File: src/rtl/seq_mul_fx.sv
// seq_mul_fx: iterative shift-add N x N -> 2N multiplier, K bits per cycle.
// Ports: clk, rst_n, in_valid/in_ready/a/b/is_signed in, out_valid/out_ready/p/q out, busy.
// Optional macro SEQ_MUL_ROUND_EN: round half-up and saturate the q output.
module seq_mul_fx #(
    parameter int N = 16,
    parameter int K = 1
) (
    input  logic           clk,
    input  logic           rst_n,
    input  logic           in_valid,
    output logic           in_ready,
    input  logic [N-1:0]   a,
    input  logic [N-1:0]   b,
    input  logic           is_signed,
    output logic           out_valid,
    input  logic           out_ready,
    output logic [2*N-1:0] p,
    output logic [N-1:0]   q,
    output logic           busy
);

    localparam int STEPS = N / K;
    localparam int CW    = (STEPS > 1) ? $clog2(STEPS) : 1;

    generate
        if (N < 2 || (N % K) != 0) begin : g_bad_cfg
            $error("seq_mul_fx: need N >= 2 and N %% K == 0");
        end
    endgenerate

    typedef enum logic [1:0] {IDLE, BUSY, DONE} state_t;

    state_t         state, state_nx;
    logic [2*N-1:0] mcand;
    logic [N-1:0]   mplier;
    logic [2*N-1:0] acc;
    logic [CW-1:0]  cnt;
    logic           neg;
    logic           sgn;

    logic [N-1:0]   a_mag, b_mag;
    logic [2*N-1:0] pp, acc_nx, p_nx;
    logic [N-1:0]   q_nx;
    logic           last;

    // FSM next state and handshake outputs
    always_comb begin
        state_nx  = state;
        in_ready  = 1'b0;
        out_valid = 1'b0;
        busy      = (state != IDLE);
        unique case (state)
            IDLE: begin
                in_ready = 1'b1;
                if (in_valid) state_nx = BUSY;
            end
            BUSY: begin
                if (last) state_nx = DONE;
            end
            DONE: begin
                out_valid = 1'b1;
                if (out_ready) state_nx = IDLE;
            end
            default: state_nx = IDLE;
        endcase
    end

    always_ff @(posedge clk or negedge rst_n) begin
        if (!rst_n) state <= IDLE;
        else        state <= state_nx;
    end

    // Magnitudes; -2^(N-1) maps onto 2^(N-1) as an unsigned N-bit value
    always_comb begin
        a_mag = (is_signed && a[N-1]) ? (~a + 1'b1) : a;
        b_mag = (is_signed && b[N-1]) ? (~b + 1'b1) : b;
    end

    // Partial products of the low K multiplier bits; mcand is pre-shifted
    always_comb begin
        pp = '0;
        for (int j = 0; j < K; j++) begin
            if (mplier[j]) pp = pp + (mcand << j);
        end
        acc_nx = acc + pp;
        p_nx   = neg ? (~acc_nx + 1'b1) : acc_nx;
        last   = (cnt == CW'(STEPS - 1));
    end

`ifdef SEQ_MUL_ROUND_EN
    logic [N+1:0] sq;

    // Signed field widened by two bits so the rounded value can be
    // range-checked before narrowing back to N bits
    always_comb begin
        sq = {p_nx[2*N-1], p_nx[2*N-1:N-1]} + (N+2)'(p_nx[N-2]);
        if (sgn) begin
            if (sq[N+1:N-1] == '0 || sq[N+1:N-1] == '1)
                q_nx = sq[N-1:0];
            else if (sq[N+1])
                q_nx = {1'b1, {(N-1){1'b0}}};
            else
                q_nx = {1'b0, {(N-1){1'b1}}};
        end else begin
            q_nx = p_nx[2*N-1:N] + N'(p_nx[N-1]);
        end
    end
`else
    always_comb begin
        q_nx = sgn ? p_nx[2*N-2:N-1] : p_nx[2*N-1:N];
    end
`endif

    always_ff @(posedge clk or negedge rst_n) begin
        if (!rst_n) begin
            mcand  <= '0;
            mplier <= '0;
            acc    <= '0;
            cnt    <= '0;
            neg    <= 1'b0;
            sgn    <= 1'b0;
            p      <= '0;
            q      <= '0;
        end else begin
            unique case (state)
                IDLE: begin
                    if (in_valid) begin
                        mcand  <= {{N{1'b0}}, a_mag};
                        mplier <= b_mag;
                        neg    <= is_signed & (a[N-1] ^ b[N-1]);
                        sgn    <= is_signed;
                        acc    <= '0;
                        cnt    <= '0;
                    end
                end
                BUSY: begin
                    acc    <= acc_nx;
                    mcand  <= mcand << K;
                    mplier <= mplier >> K;
                    cnt    <= cnt + 1'b1;
                    if (last) begin
                        p <= p_nx;
                        q <= q_nx;
                    end
                end
                default: ;
            endcase
        end
    end

endmodule

File: config.mk
export PLATFORM = sky130hd
export DESIGN_NAME = seq_mul_fx
export DESIGN_NICKNAME = d
export VERILOG_FILES = /design/src/rtl/seq_mul_fx.sv
export SDC_FILE = /design/constraint.sdc
export NUM_CORES = 1
export LEC_CHECK = 0
export BUFFER_PORTS_ARGS = -buffer_cell sky130_fd_sc_hd__buf_4
export CAP_MARGIN = 20
export CORE_MARGIN = 2
export CORE_UTILIZATION = 43
export CTS_CLUSTER_DIAMETER = 200
export DETAILED_ROUTE_END_ITERATION = 8
export GPL_ROUTABILITY_DRIVEN = 0
export MAX_ROUTING_LAYER = met4
export PLACE_DENSITY = 0.72
export SLEW_MARGIN = 10
export SYNTH_ARGS = -nofsm -noshare
export SYNTH_HDL_FRONTEND = slang
export SYNTH_SLANG_ARGS = --single-unit
File: constraint.sdc
create_clock -name clk -period 5.6 [get_ports clk]
set_clock_uncertainty 0.2 [all_clocks]
set_input_delay 0.56 -clock clk [delete_from_list [all_inputs] [get_ports clk]]
set_output_delay 0.56 -clock clk [all_outputs]
set_load 0.01 [all_outputs]
== Word level (Yosys, flattened, before mapping) ==
Index checks and enable logic that the tools add are counted.
Cells by class
  add/subtract/negate cells: 5
  eq/ne operators: 6
  multiplexer cells: 19
  bitwise gates (word level): 5
  reduce and logical (&&, ||, !) cells: 9
Operators with widths (number)
  2-to-1 mux 32 bit: 4
  case mux 32 bit (2 select lines): 2
  2-to-1 mux 16 bit: 4
  adder 16 x 1 -> 16 bit, second input constant: 2
  adder 32 x 1 -> 32 bit, second input constant: 1
  adder 32 bit: 1
  inverter 16 bit: 2
  inverter 32 bit: 1
  case mux 16 bit (2 select lines): 1
  case mux 4 bit (2 select lines): 1
  2-to-1 mux 2 bit: 3
  != test 2 bit, second input constant: 3
  case mux 2 bit (3 select lines): 1
  AND reduction 2 bit: 3
  adder 4 x 1 -> 4 bit, second input constant: 1
  equality test 4 bit, second input constant: 1
  2-to-1 mux 4 bit: 1
  nonzero test 2 bit: 2
  AND reduction 3 bit: 1
  equality test 2 x 1 -> 1 bit, second input constant: 1
  equality test 2 bit, second input constant: 1
  logical AND 1 bit: 2
  zero test 2 bit: 1
  2-to-1 mux 1 bit: 2
  other kinds (2): 2
Storage, ports and cells
  flip-flop bits (word level): 136
  output and inout bits: 51
  logic and storage cells: 53

== Depth between registers and ports, before layout ==
Gate-level depths: netlist of the first run.
  word-level depth: 6
  gate-level depth with buffers: 14
  gate-level depth less buffers: 13

== Worst setup path after synthesis of the first run ==
No wires, ideal clock.
  kind: register to register
  start: register mplier[0]
  end: register q[15]
  data arrival time: 3691 ps
  slack: 1623 ps
  stages on the path, launching flop included: 14
  path through: dfrtp_1 and2_1 ha_1 fa_1 a211oi_4 o21a_1 nor2_1 o311ai_2 mux2_2 a211oi_4 nand3b_4 o41ai_4 mux2_1 o211ai_1
On the way
  cells in the longest elaborated chain, start to end: 6
Ends and longest elaborated chain
  start: declaration: RTL line 35  | logic [N-1:0] mplier;
  start signal: assignment: RTL line 129  | mplier <= b_mag;
  start signal: assignment: RTL line 139  | mplier <= mplier >> K;
  2-to-1 mux 32 bit *: RTL line 83  | if (mplier[j]) pp = pp + (mcand << j);
  adder 32 bit *: RTL line 85  | acc_nx = acc + pp;
  inverter 32 bit: RTL line 86  | p_nx = neg ? (~acc_nx + 1'b1) : acc_nx;
  adder 32 x 1 -> 32 bit: RTL line 86
  2-to-1 mux 32 bit *: RTL line 86
  2-to-1 mux 16 bit *: RTL line 110  | q_nx = sgn ? p_nx[2*N-2:N-1] : p_nx[2*N-1:N];
  end signal: assignment: RTL line 143  | q <= q_nx;
  end: declaration: RTL line 18  | output logic [N-1:0] q,
Mark *: on every way between the ends. The rest lies on a longest branch, timed or not.
A chain may end at the register's enable or synchronous reset.

== Worst setup path in the final report of the first run ==
Ends and elaborated chain as after synthesis.

==> results of run 1 <==
-- cells by family after synthesis --
logic type                 after synthesis
and+or+nand+nor                        408
AOI/OAI and AO/OA                      332
xor gates and xnor gates                73
muxes                                   11
buffers and inverters                   80
adders and majority gates               36
DFF                                    136
-- through the flow --
stage                     cells  cell area (um2)  setup WS (ns)  total power, uW
after floorplan            1076             9310           1.62             4330
after global placement     1383            10100          0.975             5140
after detailed placement   1383            10100          0.888             5220
after CTS                  1412            10600          0.812             6330
after global routing       1413            10600          0.500             6860
final                      1413            10600          0.830             6340
-- cells in the final DEF (no fill, tap or decap), types with 6 or more instances in the layout --
master and n:
nand2_1 167, dfrtp_1 136, o21ai_0 126, buf_4 92
nor2_1 62, and2_1 44, a21oi_1 43, xnor2_1 40
ha_1 35, nand3_1 32, xor2_1 31, a22oi_1 28
inv_1 18, nor3_1 18, clkbuf_16 17, a31oi_1 12
nand4_1 12, and3_1 11, o21ai_1 11, or3_1 10
a21o_1 10, a22o_1 10, a211oi_1 9, o221ai_1 8
o211ai_1 7, o31ai_1 6
-- registers in the layout, indices dropped and copies added, names as in the netlist --
register,flops
acc,32
mcand,32
p,32
mplier,16
q,16
cnt,4
state,2
neg,1
sgn,1
-- layout make-up --
cell class / instances / share of cell area
Multi-Input combinational cell: 860 / 0.520
Clock inverter: 12 / 0.0124
Sequential cell: 136 / 0.320
Clock buffer: 17 / 0.0400
Tap cell: 275 / 0.0323
Timing Repair Buffer: 94 / 0.0686
Inverter: 19 / 0.00671
-- power by group through the flow --
stage | sequential, uW | combinational [uW] | clock (uW)
2_1_floorplan | 1690 | 2640 | 0
3_3_place_gp | 1730 | 3410 | 0
3_5_place_dp | 1740 | 3470 | 0
4_1_cts | 1730 | 3500 | 1090
5_1_grt | 1790 | 3940 | 1130
6_report | 1730 | 3540 | 1070
-- worst max-delay path: stages (launching register included) --
cell,delay (ns)
dfrtp_1,0.66
and2_1,0.31
ha_1,0.23
fa_1,0.46
a211oi_4,0.33
o21a_1,0.21
nor2_1,0.09
o311ai_2,0.39
mux2_2,0.42
a211oi_4,0.33
nand3b_4,0.16
o41ai_4,0.38
mux2_1,0.36
o211ai_1,0.15
-- synthesized netlist by cell type (4+ instances only) --
cell,number
and2_2,4
nand2_1,168
and3_1,11
clkbuf_8,5
a211o_1,4
or3_1,10
o21a_1,4
a22o_1,10
buf_2,6
a21o_1,10
or2_2,4
nor4_1,4
o31ai_1,6
o221ai_1,8
dfrtp_1,136
nand3b_1,4
xnor2_1,40
a31oi_1,12
a22oi_1,28
mux2i_1,5
o21ai_0,126
nor2b_1,6
or4_1,5
o211ai_1,7
and2_1,44
nor2_1,63
clkbuf_1,41
nand3_1,32
nor3_1,18
o21ai_1,11
a211oi_1,9
nand4_1,12
inv_1,18
a21oi_2,5
xor2_1,31
ha_1,35
mux2_2,5
nand2b_1,4
a21oi_1,43
-- routing by layer --
layer | track usage | up-vias
li1 | - | 3994
met1 | 0.304 | 3792
met2 | 0.309 | 235
met3 | 0.0373 | 23
met4 | 0.0500 | 0
met5 | - | -
-- worst paths after layout --
path | startpoint | slack, ns | endpoint
max reg2reg | mplier[0] | 0.83 | q[15]
min in group clk | out_ready | 0.13 | state[1]
min | rst_n | 0.05 | p[2]
max in group asynchronous | rst_n | 4.18 | q[12]
max | mplier[0] | 0.83 | q[15]
min reg2reg | p[9] | 0.28 | p[9]
==> summary.txt, run 1 <==
Job
  • Max Cap Viol: 0

Logic synthesis
  • Simple-Gate Fraction of Synth Area: 0.216
  • Sequential share of the synthesized area: 0.365
  • Fraction of registers with async set/reset: 1.00
  • Predominant post-synthesis flop cell: dfrtp_1
  • Synth unique cells: 95
  • Synth top area share: 0.365
  • Synth Area in Adders: 0.0492
  • Largest family of logic cells by synthesized area: compound AO/OA/AOI/OAI gates
  • Warnings, synthesis: 0
  • Multiplexer area fraction after synthesis: 0.0126
  • EDFF count, synth: 0
  • Cells after synthesis: 1076
  • Synth area leader: dfrtp_1
  • FF+latch count, synth: 136
  • XOR/XNOR Fraction of Synth Area: 0.0703
  • Synth Area in Compound Gates: 0.244
  • Synth top area cells: dfrtp_1 (37%), o21ai_0 (6.8%), nand2_1 (6.8%)
  • Post-Syn Area: 9310 um2
  • Syn avg cell area: 8.66 um2
  • Syn Nets: 1149

Floorplanning
  • Top Ports: 88
  • Die Ht: 151 um
  • Row Count: 53
  • Die X: 151 um
  • Initial Util: 0.440
  • Die ar.: 22900 um2
  • Total core area: 21200 um2

Route
  • Vias: 8044
  • DR vias/cell: 5.69
  • Detailed Routing Iterations Pass 1: 6
  • Met3 wire length: 1.60 mm
  • ANT nets after route: 0
  • Number of remaining DRC errors: 0
  • Avg WL per Cell: 15.9 um
  • Top sig layer: met4
  • Total Wirelength: 22.5 mm
  • DRT iter0 DRCs: 675
  • Met2 routed WL: 9.62 mm
  • Metal-1 WL: 11.0 mm

Layout
  • Nets@finish: 1201
  • FF+latch area: 3400 um2
  • Multi-input gate area: 5530 um2
  • Layout area overhead: 14.2%
  • Fillers: 1989
  • N_diodes: 0
  • Share of cells above drive strength 1: 0.163
  • Fin util: 0.503

Critical path
  • Endpoint class of the critical path: register
  • Worst Setup Start Kind: register
  • Crit Path Max Fanout: 33
  • R2r worst-path depth: 13
  • Kind of critical path: reg2reg
  • Crit path DAT: 4.91 ns
  • CP required: 5.74 ns

Power
  • Flop pwr share: 0.273
  • Clock power share: 0.168
  • Int Power: 3450 uW
  • Peak VDD IR: 0.234 mV
  • Net Switching: 2890 uW
  • Switching share of total power: 0.455
  • Power Density: 596 nW/um2
  • Logic pwr share: 0.559
  • Cell leakage power: 0.00467 uW

Global route
  • GRT Residual Overflow: 0
  • Number of global-route vias before repair: 7469
  • Initial antenna violation count: 0
  • Gr usage total: 0.211
  • Largest net degree at the start of global routing: 105
  • First-pass GRT wire length: 37.4 mm

Clock tree
  • Num CTS Buffers: 17
  • Root Buffer: clkbuf_16
  • TritonCTS clock tree: yes
  • CTS-repair resized insts: 0
  • Clock Latency Late Sink: 0.43 ns
  • # Post-CTS Setup Buffers: 0
  • Htree depth: 4
  • Clk slew on worst S/H paths: 0.06 ns
  • CTS hold repair buffers: 0
  • Max Buffers Root-to-Sink: 2
  • Clock sinks: 136

Outcome
  • Status: completed

Timing
  • Fin Hold WS: 0.0523 ns
  • FMAX: 210 MHz
  • Rel. slew slack: 0.359
  • Final Cycle Share: 0.852
  • Setup violators final: 0
  • Endpoints failing hold: 0
  • Setup TNS: 0 ns
  • Minimum clock period: 4.77 ns
  • Worst-Margin Slew: 0.959 ns
  • RSZ-0062 raised after global routing: no
  • Max Slew Vio Count: 0

Place
  • Post-DP HPWL: 16.5 mm
  • PortBufs: 87

Worst hold path
  • Hold Crit Class: in2async
(Power assumes the default switching activity.)
==> run 2: changes to the inputs <==
--- a/config.mk
+++ b/config.mk
@@ -14,6 +14,7 @@
 export GPL_ROUTABILITY_DRIVEN = 0
 export MAX_ROUTING_LAYER = met4
 export PLACE_DENSITY = 0.72
+export RECOVER_POWER = 50
 export SLEW_MARGIN = 10
 export SYNTH_ARGS = -nofsm -noshare
 export SYNTH_HDL_FRONTEND = slang
==> summary.txt, run 2 (synthesis results as in run 1) <==
Layout
  • Commonest cells after routing, fill and taps aside: nand2_1 (167), dfrtp_1 (136), o21ai_0 (126)
  • Fillers: 2007
  • Share of cells above drive strength 1: 0.141
  • Commonest non-fill, non-tap cell in the layout: nand2_1
  • Nets@finish: 1201
  • Multi-input gate area: 5530 um2
  • Layout area overhead: 13.1%
  • N_diodes: 0
  • FF+latch area: 3400 um2
  • Finished Cell Area: 10500 um2
  • Top flop regs: acc (32), mcand (32), p (32)

Clock tree
  • Root Buffer: clkbuf_16
  • Max Buffers Root-to-Sink: 2
  • # Post-CTS Setup Buffers: 0
  • Clock Latency Late Sink: 0.43 ns
  • Clock sinks: 136
  • TritonCTS clock tree: yes
  • Num CTS Buffers: 17
  • Htree depth: 4
  • CTS hold repair buffers: 0
  • CTS-repair resized insts: 0
  • Clk slew on worst S/H paths: 0.06 ns

Timing
  • FMAX: 210 MHz
  • Final Cycle Share: 0.850
  • Minimum clock period: 4.76 ns
  • Rel. slew slack: -0.732
  • RSZ-0062 raised after global routing: no
  • Setup violators final: 0
  • Max Slew Vio Count: 139
  • Setup TNS: 0 ns
  • Endpoints failing hold: 0
  • Worst-Margin Slew: 2.60 ns

Place
  • Dpl cell area: 10100 um2
  • PortBufs: 87
  • Post-DP HPWL: 16.5 mm

Global route
  • Largest net degree at the start of global routing: 105
  • Initial antenna violation count: 0
  • GRT Residual Overflow: 0
  • Gr usage total: 0.211
  • Number of global-route vias before repair: 7469
  • First-pass GRT wire length: 37.4 mm

Floorplanning
  • Die X: 151 um
  • Initial Util: 0.440
  • Top Ports: 88
  • Die ar.: 22900 um2
  • Row Count: 53
  • Total core area: 21200 um2
  • Die Ht: 151 um

Power
  • Total power: 6290 uW
  • Peak VDD IR: 0.234 mV
  • Power Density: 597 nW/um2
  • Cell leakage power: 0.00456 uW

Critical path
  • CP required: 5.74 ns
  • Kind of critical path: reg2reg
  • Crit Path Max Fanout: 33
  • Worst Setup Start Kind: register
  • Endpoint class of the critical path: register
  • Crit path DAT: 4.90 ns

Worst hold path
  • Hold Crit Class: in2reg

Job
  • Max Cap Viol: 2

Route
  • Total Wirelength: 22.5 mm
  • ANT nets after route: 0
  • Vias: 8069
  • DRT iter0 DRCs: 670
  • Detailed Routing Iterations Pass 1: 5
  • DR vias/cell: 5.71
  • Avg WL per Cell: 15.9 um
  • Number of remaining DRC errors: 0

Outcome
  • Status: finished with violations
  • Failing checks: max-capacitance violations, max-slew violations
run 2: per-layer routing:
metal	up-vias	wire, um	global-route usage	part of all wire
li1	3995	-	-	-
met1	3811	11100	0.304	0.49
met2	240	9640	0.309	0.43
met3	23	1520	0.0373	0.067
met4	0	249	0.0500	0.011
met5	-	0	-	0
run 2: power by group:
| part | switching, uW | internal, uW | leakage, uW | total (uW) |
|---|---|---|---|---|
| registers | 316 | 1410 | 0.00175 | 1730 |
| logic | 2150 | 1340 | 0.00255 | 3490 |
| clock network | 423 | 646 | 0.000263 | 1070 |
run 2: cell type report:
type	instances	area share
clock buffers	17	0.0404
clock inverters	12	0.0125
inverters	19	0.00677
multi-input cells	860	0.525
flip-flops and latches	136	0.323
well taps	275	0.0327
repair buffers	94	0.0594
run 2: through the flow:
step | hold WS [ns] | utilization | setup WS (ns) | instances
floorplan | 0.0644 | - | 1.62 | 1076
global placement | 0.263 | 0.475 | 0.975 | 1383
detailed placement | 0.271 | 0.475 | 0.888 | 1383
CTS | 0.0876 | 0.502 | 0.812 | 1412
global route | 0.164 | 0.498 | 0.500 | 1413
finish | 0.134 | 0.498 | 0.838 | 1413
run 2: worst paths after layout:
check	start	to	slack, ns	cells after the start
worst max-delay path	mplier[0]	q[15]	0.84	13
worst min-delay path	out_ready	state[1]	0.13	2
worst max register to register	mplier[0]	q[15]	0.84	13
worst min register to register	p[9]	p[9]	0.27	2
max in group asynchronous	rst_n	q[12]	1.92	2
min in group asynchronous	rst_n	p[2]	0.73	1
run 2: critical path, stage by stage, from the launching register on:
cell      delay (ns)
dfrtp_1         0.66
and2_1          0.31
ha_1            0.22
fa_1            0.46
a211oi_4        0.33
o21a_1          0.21
nor2_1          0.09
o311ai_2        0.39
mux2_2          0.42
a211oi_4        0.33
nand3b_4        0.16
o41ai_4         0.38
mux2_1          0.36
o211ai_1        0.15
